$ cat src/rtl/pipe_scoreboard.sv
// Register scoreboard beside decode: per-register busy/countdown/age tracking that drives
// decode stall, bypass selection and wrong-path cleanup on redirect.
module pipe_scoreboard #(
    parameter int unsigned NUM_REGS    = 32,
    parameter int unsigned REG_IDX_W   = 5,
    parameter int unsigned LAT_W       = 3,
    parameter int unsigned FLUSH_DEPTH = 2,
    parameter int unsigned CNT_W       = 6
) (
    input  logic                 clk,
    input  logic                 rst,
    input  logic                 id_valid,
    input  logic [REG_IDX_W-1:0] id_rs1,
    input  logic                 id_rs1_used,
    input  logic [REG_IDX_W-1:0] id_rs2,
    input  logic                 id_rs2_used,
    input  logic [REG_IDX_W-1:0] id_rd,
    input  logic                 id_rd_we,
    input  logic [LAT_W-1:0]     id_lat,
    input  logic                 ext_stall_in,
    input  logic                 redirect_in,
    input  logic                 wb_valid,
    input  logic [REG_IDX_W-1:0] wb_rd,
    output logic                 issue_out,
    output logic                 stall_out,
    output logic                 flush_out,
    output logic                 fwd_rs1_out,
    output logic                 fwd_rs2_out,
    output logic [CNT_W-1:0]     busy_count_out
);

    localparam int unsigned NSLOT = 2 ** REG_IDX_W;
    localparam int unsigned AGE_W = $clog2(FLUSH_DEPTH + 1);
    localparam logic [AGE_W-1:0] AGE_MAX = AGE_W'(FLUSH_DEPTH);

    logic [NSLOT-1:0] busy_q, busy_d, hold_q, hold_d;
    logic [LAT_W-1:0] cnt_q [NSLOT];
    logic [LAT_W-1:0] cnt_d [NSLOT];
    logic [AGE_W-1:0] age_q [NSLOT];
    logic [AGE_W-1:0] age_d [NSLOT];
    logic [CNT_W-1:0] busy_count_q, busy_count_d;

    logic rs1_chk, rs1_busy, rs1_pend, rs1_wb, rs1_ok, fwd1;
    logic rs2_chk, rs2_busy, rs2_pend, rs2_wb, rs2_ok, fwd2;
    logic waw, stall, issue;

    // A busy entry with an expired countdown is sitting in the bypass network.
    always_comb begin
        rs1_chk  = id_rs1_used && (id_rs1 != '0);
        rs1_busy = busy_q[id_rs1];
        rs1_pend = (cnt_q[id_rs1] != '0) || hold_q[id_rs1];
        rs1_wb   = wb_valid && (wb_rd == id_rs1);
        rs1_ok   = !rs1_chk || !rs1_busy || !rs1_pend || rs1_wb;
        fwd1     = rs1_chk && rs1_busy && !rs1_pend && !rs1_wb;

        rs2_chk  = id_rs2_used && (id_rs2 != '0);
        rs2_busy = busy_q[id_rs2];
        rs2_pend = (cnt_q[id_rs2] != '0) || hold_q[id_rs2];
        rs2_wb   = wb_valid && (wb_rd == id_rs2);
        rs2_ok   = !rs2_chk || !rs2_busy || !rs2_pend || rs2_wb;
        fwd2     = rs2_chk && rs2_busy && !rs2_pend && !rs2_wb;

        waw   = id_rd_we && (id_rd != '0) && busy_q[id_rd]
                && ((cnt_q[id_rd] != '0) || hold_q[id_rd]);
        stall = id_valid && (!rs1_ok || !rs2_ok || waw || ext_stall_in) && !redirect_in;
        issue = id_valid && !stall && !redirect_in;
    end

    assign issue_out      = rst && issue;
    assign stall_out      = rst && stall;
    assign flush_out      = rst && redirect_in;
    assign fwd_rs1_out    = rst && fwd1;
    assign fwd_rs2_out    = rst && fwd2;
    assign busy_count_out = busy_count_q;

    // Later steps override earlier ones: countdown/age, writeback, redirect, new issue.
    always_comb begin
        busy_count_d = '0;
        for (int unsigned r = 0; r < NSLOT; r++) begin
            busy_d[r] = busy_q[r];
            hold_d[r] = hold_q[r];
            cnt_d[r]  = cnt_q[r];
            age_d[r]  = age_q[r];
            if (busy_q[r]) begin
                if ((cnt_q[r] != '0) && !hold_q[r]) cnt_d[r] = cnt_q[r] - 1'b1;
                if (age_q[r] < AGE_MAX) age_d[r] = age_q[r] + 1'b1;
            end
            if (wb_valid && (wb_rd == REG_IDX_W'(r))) busy_d[r] = 1'b0;
            if (redirect_in && busy_q[r] && (age_q[r] < AGE_MAX)) busy_d[r] = 1'b0;
            if (issue && id_rd_we && (id_rd == REG_IDX_W'(r))) begin
                busy_d[r] = 1'b1;
                age_d[r]  = '0;
                if (id_lat != '0) begin
                    cnt_d[r]  = id_lat - 1'b1;
                    hold_d[r] = 1'b0;
                end else begin
                    cnt_d[r]  = '1;
                    hold_d[r] = 1'b1;
                end
            end
            if ((r == 0) || (r >= NUM_REGS)) begin
                busy_d[r] = 1'b0;
                hold_d[r] = 1'b0;
                cnt_d[r]  = '0;
                age_d[r]  = '0;
            end
            busy_count_d = busy_count_d + CNT_W'(busy_d[r]);
        end
    end

    always_ff @(posedge clk or negedge rst) begin
        if (!rst) begin
            busy_q       <= '0;
            hold_q       <= '0;
            busy_count_q <= '0;
            for (int unsigned r = 0; r < NSLOT; r++) begin
                cnt_q[r] <= '0;
                age_q[r] <= '0;
            end
        end else begin
            busy_q       <= busy_d;
            hold_q       <= hold_d;
            busy_count_q <= busy_count_d;
            for (int unsigned r = 0; r < NSLOT; r++) begin
                cnt_q[r] <= cnt_d[r];
                age_q[r] <= age_d[r];
            end
        end
    end

endmodule
$ cat config.mk
export PLATFORM = sky130hd
export DESIGN_NAME = pipe_scoreboard
export DESIGN_NICKNAME = d
export VERILOG_FILES = /design/src/rtl/pipe_scoreboard.sv
export SDC_FILE = /design/constraint.sdc
export NUM_CORES = 1
export LEC_CHECK = 0
export ABC_AREA = 1
export CAP_MARGIN = 20
export CELL_PAD_IN_SITES_DETAIL_PLACEMENT = 1
export CELL_PAD_IN_SITES_GLOBAL_PLACEMENT = 1
export CORE_MARGIN = 4
export CORE_UTILIZATION = 46
export CTS_CLUSTER_SIZE = 28
export DETAILED_ROUTE_END_ITERATION = 10
export PLACE_DENSITY = 0.86
export SLEW_MARGIN = 20
export SYNTH_ARGS = -nofsm -noshare
export SYNTH_HDL_FRONTEND = slang
export SYNTH_SLANG_ARGS = --single-unit
$ cat constraint.sdc
create_clock -name clk -period 10.4 [get_ports clk]
set_input_delay 2.08 -clock clk [delete_from_list [all_inputs] [get_ports clk]]
set_output_delay 2.08 -clock clk [all_outputs]
set_load 0.05 [all_outputs]
---- Word-level counts from Yosys, hierarchy flattened ----
Index checks and enable logic that the tools add are counted.
storage, ports and cells
  input port bits ......................... 32
  output and inout bits ................... 11
  logic and storage cells ................. 1020
  flip-flop bits (word level) ............. 223
cells by class
  bitwise logic cells ..................... 3
  equality and inequality tests ........... 64
  reduce and logical (&&, ||, !) cells .... 426
  multiplexer cells ....................... 302
  order comparisons ....................... 37
  add/subtract/negate cells ............... 93
operators with widths
  kind                 number
  $mux 3               100
  $mux 2               93
  $reduce_bool 2->1    93
  $logic_and 1x1->1    178
  $eq 5x5->1 const B   32
  $add 6x1->6          25
  $reduce_and 2->1     62
  $reduce_bool 3->1    35
  $mux 1               100
  $sub 3x1->3 const B  32
  $eq 5x4->1 const B   16
  $add 2x1->2 const B  31
  $lt 2x2->1 const B   31
  $bmux 3 s5           3
  $logic_not 1->1      43
  $eq 5x3->1 const B   8
  $bmux 1 s5           6
  $eq 5x2->1 const B   4
  $ge 6x6->1 const B   3
  $lt 5x6->1 const B   3
  $not 5->6            3
  $reduce_bool 5->1    3
  $logic_or 1x1->1     12
  $eq 5x1->1 const B   2
  6 further kinds      7

---- Depth between registers and ports, before layout ----
  depth in word-level cells ............... 51
  mapped depth ............................ 35
  depth with buffers taken out ............ 32

---- Worst setup path before layout ----
OpenSTA, ideal clock, no wires.
  path kind ............................... in2reg
  from .................................... input port id_rs1[0]
  to ...................................... register busy_count_q[4], in the netlist busy_count_out[4]
  stages on the path ...................... 28
  library setup time ...................... 0.079 ns
  buffers on the path ..................... 4
  arrival ................................. 8.141 ns
  data required time ...................... 10.321 ns
  path slack .............................. 2.180 ns
  path through ............................ buf_4 > inv_2 > buf_2 > nand2_1 > nand3_1 > nand3_1 > nand3_1 > nand2_1 > nor2_1 > nor2_1 > a21oi_1 > nand3_1 > nor2_2 > buf_6 > buf_6 > nand3_4 > nand2_1 > inv_1 > fa_1 > fa_1 > fa_1 > fa_1 > fa_1 > fa_1 > fa_1 > fa_1 > o21ai_0 > xor2_1
between the ends
  elaborated cells between the ends (all ways) .. 122
  those cells by class .................... 30 x add/sub; 1 x eq/ne; 38 x mux; 1 x bitwise; 52 x reduce/logical
RTL lines
  item                                        RTL line  text
  start, declared                             13        input logic [REG_IDX_W-1:0] id_rs1,
  $not 5->6 (not written as such)             51        rs1_pend = (cnt_q[id_rs1] != '0) || hold_q[id_rs1];
  $bmux 3 s5                                  51
  $mux 3 (not written as such) (2 in series)  51
  $reduce_bool 3->1                           51
  $logic_or 1x1->1                            51
  $logic_not 1->1                             53        rs1_ok = !rs1_chk || !rs1_busy || !rs1_pend || rs1_wb;
  $logic_or 1x1->1                            53
  $logic_or 1x1->1 *                          53
  [... 6 more ...]                            -
  $logic_not 1->1 *                           66        issue = id_valid && !stall && !redirect_in;
  $logic_and 1x1->1 * (2 in series)           66
  $logic_and 1x1->1 * (2 in series)           90        if (issue && id_rd_we && (id_rd == REG_IDX_W'(r))) begin
  $mux 1 *                                    90
  via busy_d[6]                               36        logic [NSLOT-1:0] busy_q, busy_d, hold_q, hold_d;
  $add 5x1->6 *                               107       busy_count_d = busy_count_d + CNT_W'(busy_d[r]);
  $add 6x1->6 * (25 in series)                107
  via busy_count_d[4]                         41        logic [CNT_W-1:0] busy_count_q, busy_count_d;
  end signal, assigned                        123       busy_count_q <= busy_count_d;
  end, declared                               41
Mark *: on every way through the listed nets, which the timed path passes. The rest lies on a longest branch. The select of a mux whose other input is x is not followed.
A chain may end at the register's enable or synchronous reset.

---- Worst setup path after layout ----
  from .................................... input port id_rs1[1]
  to ...................................... register busy_count_q[4], in the netlist busy_count_out[4]
between the ends
  elaborated cells between the ends (all ways) .. 122
  those cells by class .................... 30 x add/sub; 1 x eq/ne; 38 x mux; 1 x bitwise; 52 x reduce/logical
RTL lines
  item                                        RTL line  text
  $not 5->6 (not written as such)             51
  $bmux 3 s5                                  51
  $mux 3 (not written as such) (2 in series)  51
  $reduce_bool 3->1                           51
  $logic_or 1x1->1                            51
  $logic_not 1->1                             53
  $logic_or 1x1->1                            53
  $logic_or 1x1->1 *                          53
  [... 4 more ...]                            -
  $logic_and 1x1->1 * (2 in series)           65        stall = id_valid && (!rs1_ok || !rs2_ok || waw || ext_stall_in) && !redirect_in;
  $logic_not 1->1 *                           66
  $logic_and 1x1->1 * (2 in series)           66
  $logic_and 1x1->1 * (2 in series)           90
  $mux 1 *                                    90
  via busy_d[20]                              36
  $add 6x1->6 * (12 in series)                107
  via busy_count_d[4]                         41
Marks and branches as above.

==> summary.md <==
| Metric | Value |
|---|---|
| Initial antenna violation count | 0 |
| Iter 0 DRT Violations | 1624 |
| Share of synthesized flip-flops with an asynchronous set or reset | 100% |
| Core Rows | 69 |
| Die area | 39200 um2 |
| Final period util | 90.2% |
| Worst path arrival time | 9890 ps |
| GR Util All Layers | 37.2% |
| Clock Tree Root | clkbuf_16 |
| Slew @ Worst Pin | 1180 ps |
| N_diodes | 0 |
| R2R depth | 25 |
| Placeable Area | 35600 um2 |
| Post-CTS Setup Inserts | 0 |
| Setup Viol. Count Final | 0 |
| Initial DRT Pass Iterations | 5 |
| Via count | 17.5k |
| Buffers on Ports | 42 |
| Post-Syn Nets | 2521 |
| Filler Cell Count | 4638 |
| Synth top cells by count | nand2_1 (634), inv_1 (318), nor2_1 (296) |
| Hold Path Cell Cnt | 2 |
| Clock Skew | 26.4 ps |
| Number of global-route vias before repair | 18.1k |
| CTS tree | built |
| # nets final | 2568 |
| First-pass GRT wire length | 111 mm |
| Status | finished clean |
| Top post-synthesis cells by area | dfrtp_1 (34%), nand2_1 (14%), nand3_1 (8.0%) |
| Synthesis-to-layout area growth | 12.2% |
| Clk pin slew, worst setup/hold paths | 60 ps |
| Pins Over Slew Limit | 0 |
| Yosys reg bits | 223 |
| Share of cells above drive strength 1 | 7.26% |
| Post_cts resized | 0 |
| Hold Vio Cnt, Final | 0 |
| Crit Path Class | in -> reg |
| Vias per inst | 5.98 |
| Post-route ant nets | 0 |
| Sum Neg Setup Slack | 0 ps |
| Die X | 198 um |
| Total power draw | 4.20 mW |
| H-tree Lvls | 1 |
| Cts hold-fix bufs | 0 |
| WP data required | 10910 ps |
| Chip height | 198 um |
| Hpwl dp | 54.7 mm |
| Synthesized area per cell | 6.93 um2 |
| Starting Density | 46.7% |
| Gate Count Post-Synth | 2395 |
| Synth area leader | dfrtp_1 |
| VDD IR max | 0.203 mV |
| Io pins | 43 |
| Register area share after synthesis | 33.6% |
| CTS sink count | 223 |
| CP Capture Type | register |
| Primary FF master, synth | dfrtp_1 |
| Top-area cell type share of the netlist area | 33.6% |
| Placer Congestion | 1.04 |
| CTS Buf Count | 29 |
| Post-synth EDFFs | 0 |
| P_leak | 9.38 nW |
| Minimum clock period | 9380 ps |
| Crit path max fanout | 23 |
| Area of the mapped netlist | 16600 um2 |
| Fmax | 107 MHz |
| Worst setup SP type | primary input |
| Max cap viols | 0 |
| # DRC | 0 |
| Fin Hold WS | 519 ps |
| Clk buf depth | 3 |
| Netlist cell types | 38 |
| Clock latency at the later pin of the worst-skew pair | 590 ps |
| RSZ-0062 raised after global routing | false |
| Overflow after GRT | 0 |
| Power density over cell area | 225 nW/um2 |
| Count leader, synth | nand2_1 |
| Synth warn | 0 |
| WL final | 73.6 mm |
| Drt wl/cell | 25.1 um |
| Pin count of the biggest net entering global routing | 66 |
| Max_slew headroom | 20.9% |
| Worst Hold Class | reg -> reg |
-- layout make-up --
class                      instances  area [um2]  area share (%)
clock buffer                      43         838            4.50
clock inverter                    11         155           0.833
inverter                         326        1220            6.57
multi-input combinational       1767        9420            50.6
sequential                       223        5580            30.0
tap                              461         577            3.10
timing repair buffer              95         828            4.45
-- kinds of logic after synthesis --
kind of cell | after synthesis | share of synthesized area (%)
AND/OR/NAND/NOR | 1338 | 35.7
buffers and inverters | 405 | 9.68
AO/OA/AOI/OAI | 257 | 8.78
flip-flops | 223 | 33.6
adder cells (fa/ha/maj) | 94 | 8.12
XOR/XNOR | 78 | 4.12
-- power by group --
group / switching [mW] / total (mW) / internal (mW)
sequential: 0.291 / 1.39 / 1.10
combinational: 1.11 / 1.74 / 0.628
clock: 0.430 / 1.06 / 0.634
total: 1.83 / 4.20 / 2.37
-- layer usage --
layer | track usage, % | wire [um]
met1 | 49.3 | 30000
met2 | 60.2 | 33700
met3 | 7.11 | 6150
met4 | 15.3 | 3710
met5 | 0 | 0
-- cells in the final DEF, fill, tap and decap left out, types with 4 or more instances in the layout --
cell type	count
a221oi_1	4
clkinv_2	4
nand4_1	71
ha_1	70
clkbuf_16	29
clkdlybuf4s50_1	37
o221ai_1	19
dfrtp_1	223
buf_4	51
a21oi_1	61
o22ai_1	8
o21ai_1	37
o21bai_1	9
inv_1	317
xnor2_1	36
nand3_4	14
o21ai_0	99
or2_2	30
nand3_2	13
nand2_1	634
nor3_1	7
nor2_1	295
nor2_2	5
clkbuf_1	8
buf_2	4
o211ai_1	16
fa_1	23
nand3_1	264
xor2_1	42
inv_2	8
clkbuf_8	6
-- stage by stage --
step | utilization [%] | worst slack (ps) | area [um2] | cells
after floorplan | - | 2180 | 16600 | 2395
after detailed placement | 49.6 | 492 | 17600 | 2872
final | 52.4 | 1020 | 18600 | 2926
after global routing | 52.4 | 604 | 18600 | 2926
after CTS | 52.4 | 1090 | 18600 | 2926
after global placement | 49.6 | 615 | 17600 | 2872
-- critical path: stages --
cell             delay (ps)
clkdlybuf4s50_1         700
nor2_2                  610
nand2_1                 120
nand2_1                  90
o21ai_0                 100
nor2_1                  150
nand2_1                  80
nand3_1                  90
nand2_1                  90
a21oi_1                 210
nand3_1                 190
nor2_4                  330
buf_12                  250
nand3_2                 270
nand2_1                 170
inv_1                    70
fa_1                    480
fa_1                    530
fa_1                    550
fa_1                    440
fa_1                    580
fa_1                    440
fa_1                    410
fa_1                    420
o21ai_0                 220
xor2_1                  160
-- worst paths after layout --
| check | startpoint | end | slack, ps |
|---|---|---|---|
| hold reg to reg | age_q[33] | age_q[33] | 520 |
| min in group asynchronous | rst | cnt_q[60] | 1430 |
| max in group asynchronous | rst | busy_q[8] | 6910 |
| setup / recovery | id_rs1[1] | busy_count_out[4] | 1020 |
| hold / removal | age_q[33] | age_q[33] | 520 |
| setup reg to reg | cnt_q[58] | busy_count_out[4] | 2940 |
-- registers in the layout (all words and copies together), names as in the netlist --
register	count
cnt_q	93
age_q	62
busy_q	31
hold_q	31
busy_count_out	6
No activity file was read; power rests on OpenSTA's default activity.
